==> src/rtl/mem_access_unit.sv <==
// mem_access_unit
//   Single-outstanding load/store unit sitting between a core and a simple
//   64-bit memory. One request is accepted in IDLE, checked for alignment,
//   then issued as exactly one read or one write cycle before the response
//   is held until the core takes it.
//
// Ports
//   clock, reset                 : clock, asynchronous active-high reset
//   req_valid / req_ready        : request handshake (ready only in IDLE)
//   req_wen, req_addr, req_wdata : store flag, byte address, store data (low bytes)
//   req_size, req_signed         : log2 access bytes, sign-extend loads
//   resp_valid / resp_ready      : response handshake
//   resp_rdata, resp_misalign    : load result (0 for stores), misalignment flag
//   memRead_*                    : 8-byte aligned read port, data is combinational
//   memWrite_*                   : byte-addressed write port with byte count
module mem_access_unit (
  input  logic        clock,
  input  logic        reset,
  input  logic        req_valid,
  output logic        req_ready,
  input  logic        req_wen,
  input  logic [63:0] req_addr,
  input  logic [63:0] req_wdata,
  input  logic [1:0]  req_size,
  input  logic        req_signed,
  output logic        resp_valid,
  input  logic        resp_ready,
  output logic [63:0] resp_rdata,
  output logic        resp_misalign,
  output logic [63:0] memRead_addr,
  output logic        memRead_en,
  input  logic [63:0] memRead_data,
  output logic [63:0] memWrite_addr,
  output logic [63:0] memWrite_data,
  output logic        memWrite_en,
  output logic [3:0]  memWrite_wrSize
);

  typedef enum logic [1:0] {
    IDLE  = 2'd0,
    READ  = 2'd1,
    WRITE = 2'd2,
    RESP  = 2'd3
  } state_t;

  state_t      state, next_state;

  logic [63:0] addr_q;
  logic [63:0] wdata_q;
  logic [1:0]  size_q;
  logic        signed_q;
  logic        wen_q;
  logic [63:0] rdata_q;
  logic        misalign_q;

  logic        accept;
  logic        req_misaligned;
  logic [63:0] shifted;
  logic [63:0] load_result;
  logic [63:0] store_data;
  logic [3:0]  size_bytes;

  assign accept = req_valid && req_ready;

  // Misaligned when any address bit below the access size is set.
  always_comb begin
    req_misaligned = 1'b0;
    case (req_size)
      2'd0: req_misaligned = 1'b0;
      2'd1: req_misaligned = req_addr[0];
      2'd2: req_misaligned = |req_addr[1:0];
      2'd3: req_misaligned = |req_addr[2:0];
      default: req_misaligned = 1'b0;
    endcase
  end

  // Bring the addressed bytes of the 8-byte word down to bit 0, then
  // truncate and extend according to the registered size and sign flag.
  always_comb begin
    shifted     = memRead_data >> {addr_q[2:0], 3'b000};
    load_result = 64'd0;
    case (size_q)
      2'd0: load_result = signed_q ? {{56{shifted[7]}},  shifted[7:0]}  : {56'd0, shifted[7:0]};
      2'd1: load_result = signed_q ? {{48{shifted[15]}}, shifted[15:0]} : {48'd0, shifted[15:0]};
      2'd2: load_result = signed_q ? {{32{shifted[31]}}, shifted[31:0]} : {32'd0, shifted[31:0]};
      2'd3: load_result = shifted;
      default: load_result = shifted;
    endcase
  end

  // Store data keeps only the bytes covered by the access; size as a byte count.
  always_comb begin
    store_data = 64'd0;
    size_bytes = 4'd0;
    case (size_q)
      2'd0: begin store_data = {56'd0, wdata_q[7:0]};  size_bytes = 4'd1; end
      2'd1: begin store_data = {48'd0, wdata_q[15:0]}; size_bytes = 4'd2; end
      2'd2: begin store_data = {32'd0, wdata_q[31:0]}; size_bytes = 4'd4; end
      2'd3: begin store_data = wdata_q;                size_bytes = 4'd8; end
      default: begin store_data = wdata_q;             size_bytes = 4'd8; end
    endcase
  end

  // State register.
  always_ff @(posedge clock or posedge reset) begin
    if (reset) state <= IDLE;
    else       state <= next_state;
  end

  // Next-state logic: misaligned requests skip memory entirely.
  always_comb begin
    next_state = state;
    case (state)
      IDLE: begin
        if (accept) begin
          if (req_misaligned) next_state = RESP;
          else if (req_wen)   next_state = WRITE;
          else                next_state = READ;
        end
      end
      READ:    next_state = RESP;
      WRITE:   next_state = RESP;
      RESP:    if (resp_ready) next_state = IDLE;
      default: next_state = IDLE;
    endcase
  end

  // Request capture at accept, load data capture at the end of READ.
  // rdata is cleared at accept so stores and misaligned accesses return 0.
  always_ff @(posedge clock or posedge reset) begin
    if (reset) begin
      addr_q     <= 64'd0;
      wdata_q    <= 64'd0;
      size_q     <= 2'd0;
      signed_q   <= 1'b0;
      wen_q      <= 1'b0;
      rdata_q    <= 64'd0;
      misalign_q <= 1'b0;
    end else begin
      if (state == IDLE && accept) begin
        addr_q     <= req_addr;
        wdata_q    <= req_wdata;
        size_q     <= req_size;
        signed_q   <= req_signed;
        wen_q      <= req_wen;
        rdata_q    <= 64'd0;
        misalign_q <= req_misaligned;
      end else if (state == READ && !wen_q) begin
        rdata_q <= load_result;
      end
    end
  end

  // Outputs decode from state, so an async reset drops them immediately.
  always_comb begin
    req_ready       = (state == IDLE) && !reset;
    resp_valid      = (state == RESP);
    resp_rdata      = resp_valid ? rdata_q : 64'd0;
    resp_misalign   = resp_valid ? misalign_q : 1'b0;
    memRead_en      = (state == READ);
    memRead_addr    = memRead_en ? {addr_q[63:3], 3'b000} : 64'd0;
    memWrite_en     = (state == WRITE);
    memWrite_addr   = memWrite_en ? addr_q : 64'd0;
    memWrite_data   = memWrite_en ? store_data : 64'd0;
    memWrite_wrSize = memWrite_en ? size_bytes : 4'd0;
  end

endmodule

==> config.mk <==
export PLATFORM = sky130hd
export DESIGN_NAME = mem_access_unit
export DESIGN_NICKNAME = d
export VERILOG_FILES = /design/src/rtl/mem_access_unit.sv
export SDC_FILE = /design/constraint.sdc
export NUM_CORES = 1
export LEC_CHECK = 0
export ABC_CLOCK_PERIOD_IN_PS = 8020
export CORE_AREA = 2 2 179 181
export CTS_CLUSTER_DIAMETER = 100
export DETAILED_ROUTE_END_ITERATION = 10
export DIE_AREA = 0 0 181 183
export PLACE_DENSITY = 0.69
export SKIP_CTS_REPAIR_TIMING = 1
export SLEW_MARGIN = 20
export SYNTH_ARGS = -nofsm -noshare
export SYNTH_HDL_FRONTEND = slang
export SYNTH_SLANG_ARGS = --single-unit
export TNS_END_PERCENT = 5
==> constraint.sdc <==
create_clock -name clock -period 8.02 [get_ports clock]
set_clock_uncertainty 0.05 [all_clocks]
set_input_delay 0.802 -clock clock [delete_from_list [all_inputs] [get_ports clock]]
set_output_delay 0.802 -clock clock [all_outputs]
set_load 0.02 [all_outputs]
==> qor.txt, run 1 <==
cell area after layout - 16700 um^2
H-tree depth - 4
Critical Path AT - 2950 ps
drc violations - 1
CP delay by family, top - buffers and inverters
Leak - 7.55 nW
share of cells above drive strength 1 - 4.78%
sequential area share after synthesis - 44.1%
Ys Warns - 0
Synth area leader - dfrtp_1
violated checks - design-rule violations
EDFF count, synth - 0
post-route ant nets - 0
RSZ-0062 raised after global routing - false
fmax - 263 MHz
Avg Synthesized Cell Area - 8.33 um^2
Num CTS Buffers - 17
Reg2Reg Depth - 5
wire length per cell - 19.7 um
Hold Path Cell Cnt - 2
nets@finish - 1951
crit start category - register
Netlist Area Pre-Place - 11300 um^2
placed instance area - 16100 um^2
Max Transition Viols Final - 0
Starting Density - 36.2%
Rel. slew slack - 22.3%
Worst path max stage delay - 640 ps
gpl congestion - 0.901
Pint - 0.00324 W
Final period util - 47.4%
CP Cell Sequence - inv_1, ha_1, buf_4, and2_1, clkdlybuf4s50_1
Clk pwr share - 15.8%
Crit Path Max Fanout - 45
WP data required - 7170 ps
synth top area cells - dfrtp_1 44%, nand2_1 16%, and2_1 13%
Iteration-0 DRC Markers - 702
vias per std cell - 5.06
CTS Sinks - 199
number of global-route vias before repair - 11043
vias - 10939
Reg clk slew, reported paths - 70 ps
commonest non-fill, non-tap cell in the layout - nand2_1
Detail Placement HPWL - 30400 um
HP Class - register to register
quantity of I/O buffers inserted on ports - 461
commonest non-fill, non-tap cells in the layout - 480 x nand2_1, 461 x clkdlybuf4s50_1, 231 x and2_1, 197 x dfrtp_1, 50 x mux2i_1
crit path buf inv count - 3
initial antenna violation count - 2
status - complete, but fails checks
gr usage total - 25.4%
total gr overflow - 0
Layout Area Growth over Synthesis - 48.2%
clk_lat worst skew - 430 ps
CP Capture Type - output pin
Fin Setup TNS - 0 ps
share of the synthesized area in the top cell type - 44.1%
Net Sw Frac - 44.5%
root buffer cell - clkbuf_16
share of synthesized registers carrying an async set or reset - 100%
clk buf depth - 2
Synth Flop Type - dfrtp_1
Die W - 181 um
Sw Pwr - 0.00260 W
minimum clock period - 3800 ps
placed insts - 2128
PwrDens - 349 nW/um^2
die area - 33100 um^2
DR pass1 iterations - 8
Synth Register Bits - 199
stages on the worst setup path - 5
overall power - 0.00584 W
Worst-Margin Slew - 1160 ps
Comb pwr share - 53.6%
slowest cell on the critical path - clkdlybuf4s50_1
Flop pwr share - 30.7%
first-pass GRT wire length - 65100 um
Setup CP Type - register to output pin
largest net degree at the start of global routing - 137
Rows - 65
max-cap viol count - 0
IO Pins - 465
total core area - 31200 um^2
final setup vio count - 0
CTS tree - built
Peak VDD IR - 0.000154 V
final count of hold timing violations - 0
fin cells - 2163
Cells after Synth - 1356
post-synth cell types - 39
die height - 183 um
final wirelength - 42700 um
-- registers in the layout, summed over array words and instances, names as in the netlist --
| name | count |
|---|---|
| wen_q | 1 |
| misalign_q | 1 |
| state | 2 |
| wdata_q | 64 |
| signed_q | 1 |
| rdata_q | 64 |
| addr_q | 64 |
| size_q | 2 |
-- synth_stat cells (all sizes together), types with 2 or more instances --
library cell and count:
a211o 8, clkbuf 76, o21ai 76, nor2b 12, mux4 17, nor3 15, dfrtp 199, a21o 3
nand3b 8, o22ai 8, nor2 22, nand3 3, ha 5, and2 232, mux2 7, and3 27
a21oi 16, mux2i 50, nor3b 3, buf 32, inv 5, nor4bb 2, a311oi 16, nand2 480
a211oi 25, nand2b 2
-- final timing paths --
path	startpoint	to	slack, ps
setup / recovery	state[1]	memRead_addr[34]	4220
hold / removal	wdata_q[23]	wdata_q[23]	420
setup reg to reg	addr_q[2]	rdata_q[62]	4400
hold reg to reg	wdata_q[23]	wdata_q[23]	420
max in group asynchronous	reset	wdata_q[4]	5490
min in group asynchronous	reset	addr_q[46]	1010
-- final cells by class --
type / count / area (um^2)
Tap cell: 402 / 503
Timing Repair Buffer: 477 / 4740
Multi-Input combinational cell: 1046 / 5860
Fill cell: 2904 / 14500
Antenna cell: 2 / 5.00
Sequential cell: 199 / 4980
Clock buffer: 18 / 439
Inverter: 5 / 26.3
Clock inverter: 14 / 178
-- cell families (layout without fill, tap and decap cells) --
family,count (synthesis),count (layout),synth area share [%]
fa+ha+maj,5,5,0.554
buf+inv,113,514,4.42
other cells,1,5,0.0332
simple gates,809,809,33.9
mux,74,74,8.52
compound gates,155,155,8.53
flops,199,199,44.1
-- per-layer routing --
layer  GRT usage [%]  part of all wire [%]  vias to the layer above
met5               0                     0                        -
met4            8.13                   2.7                        0
met3            5.86                   7.0                       63
met2            43.4                    49                      444
met1            31.9                    41                     5256
li1                -                     -                     5176
-- metrics by stage --
stage	hold slack [ps]	worst slack, ps	util [%]
after floorplan	387	1740	-
after global placement	399	4460	51.5
after detailed placement	405	4390	51.5
after CTS	426	4170	53.5
after global routing	440	4030	53.6
final	422	4220	53.6
-- worst register-to-register path: stages, from the launching register on --
cell and delay, ps:
dfrtp_1 760, inv_1 890, nand2_1 540, nor3b_1 910
a211oi_1 220, o21ai_1 180
-- power by group through the flow --
stage          sequential [W]  clock (W)  combinational, W
6_report              0.00179   0.000919           0.00313
4_1_cts               0.00179   0.000942           0.00314
5_1_grt               0.00185   0.000979           0.00338
3_5_place_dp          0.00180          0           0.00314
3_3_place_gp          0.00179          0           0.00308
2_1_floorplan         0.00163          0           0.00203
(Power assumes the default switching activity.)
==> run 2, diff against run 1 <==
ABC_CLOCK_PERIOD_IN_PS = 3730   (was 8020)
clock period = 3.73 ns   (was 8.02 ns; I/O delays follow)
==> run 2 against run 1 <==
Flip-flop and latch count is the same. Non-clock buffer count increased by 14. Largest cell class unchanged. Die area stayed put. The run now ends clean.
==> qor.txt, run 2 (synthesis gave the netlist of run 1 again) <==
share of cells above drive strength 1 - 5.47%
overall power - 0.0126 W
die area - 33100 um^2
placed insts - 2143
CTS Sinks - 199
Critical Path AT - 2770 ps
final count of hold timing violations - 0
DR pass1 iterations - 8
Reg clk slew, reported paths - 90 ps
number of global-route vias before repair - 10991
Layout Area Growth over Synthesis - 49.3%
status - completed
final wirelength - 43200 um
Worst-Margin Slew - 929 ps
Rel. slew slack - 38.0%
Rows - 65
PwrDens - 747 nW/um^2
Final Util - 54.0%
global routing's busiest layer - met2
Peak VDD IR - 0.000362 V
Crit Path Max Fanout - 33
Setup CP Type - register to output pin
clk buf depth - 2
nets@finish - 1965
clk_lat worst skew - 430 ps
first-pass GRT wire length - 65700 um
Num CTS Buffers - 17
vias per std cell - 5.10
RSZ-0062 raised after global routing - false
gr usage total - 25.7%
total gr overflow - 0
total core area - 31200 um^2
WP data required - 3310 ps
Detail Placement HPWL - 31400 um
initial antenna violation count - 3
Placement Setup Slack - 925 ps
wire length per cell - 19.8 um
GRT met3 Usage - 5.92%
fmax - 313 MHz
die height - 183 um
max-cap viol count - 0
commonest non-fill, non-tap cell in the layout - nand2_1
crit start category - register
biggest regs - addr_q x64, rdata_q x64, wdata_q x64
drc violations - 0
met1 usage - 32.6%
Starting Density - 36.2%
CTS tree - built
Fin Setup TNS - 0 ps
post-route setup slack - 537 ps
Max Transition Viols Final - 0
largest net degree at the start of global routing - 79
final setup vio count - 0
met2 usage in global routing - 43.9%
post-route ant nets - 0
Die W - 181 um
CP Capture Type - output pin
root buffer cell - clkbuf_16
Iteration-0 DRC Markers - 807
H-tree depth - 4
Leak - 7.62 nW
fin cells - 2177
HP Class - input port to register
IO Pins - 465
commonest non-fill, non-tap cells in the layout - 480 x nand2_1, 461 x clkdlybuf4s50_1, 231 x and2_1, 197 x dfrtp_1, 50 x mux2i_1
quantity of I/O buffers inserted on ports - 461
minimum clock period - 3190 ps
gpl congestion - 0.902
Fill cells - 2920
Final period util - 85.6%
vias - 11108
## run 2: worst paths after layout
kind | start | to | slack [ps] | depth (start not counted)
max | state[0] | memWrite_data[59] | 540 | 6
min | req_wdata[15] | wdata_q[15] | 400 | 3
max reg2reg | addr_q[1] | rdata_q[57] | 910 | 7
min reg2reg | wdata_q[24] | wdata_q[24] | 420 | 2
max in group asynchronous | reset | rdata_q[21] | 2260 | 3
min in group asynchronous | reset | addr_q[61] | 490 | 2
## run 2: worst max-delay path, cell delays in order, from the launching register on
cell and delay [ps]:
dfrtp_1 420, inv_1 120, ha_2 460, and3_1 210
buf_4 290, and2_1 200, clkdlybuf4s50_1 630
## run 2: through the flow
step / area [um^2] / hold WS [ps]
2_1_floorplan: 11300 / 387
3_3_place_gp: 16200 / 401
3_5_place_dp: 16200 / 405
4_1_cts: 16900 / 384
5_1_grt: 16900 / 385
6_report: 16900 / 405
## run 2: metal layers
layer / share of wire [%] / routed length, um
met4: 2.5 / 1060
met3: 7.9 / 3400
met2: 49 / 21300
met5: 0.030 / 13
met1: 40 / 17500
## run 2: where the power goes
| group | total [W] | internal, W | switching, W |
|---|---|---|---|
| Combinational | 0.00683 | 0.00292 | 0.00391 |
| Clock | 0.00194 | 0.000972 | 0.000966 |
| Sequential | 0.00383 | 0.00311 | 0.000719 |
## run 2: layout make-up
cell class | instances | area, um^2 | area share (%)
multi-input combinational | 1046 | 5860 | 34.7
sequential | 199 | 4980 | 29.6
timing repair buffer | 491 | 4880 | 28.9
tap | 402 | 503 | 2.98
clock buffer | 18 | 429 | 2.55
clock inverter | 14 | 181 | 1.08
inverter | 5 | 22.5 | 0.134
antenna | 2 | 5.00 | 0.0297
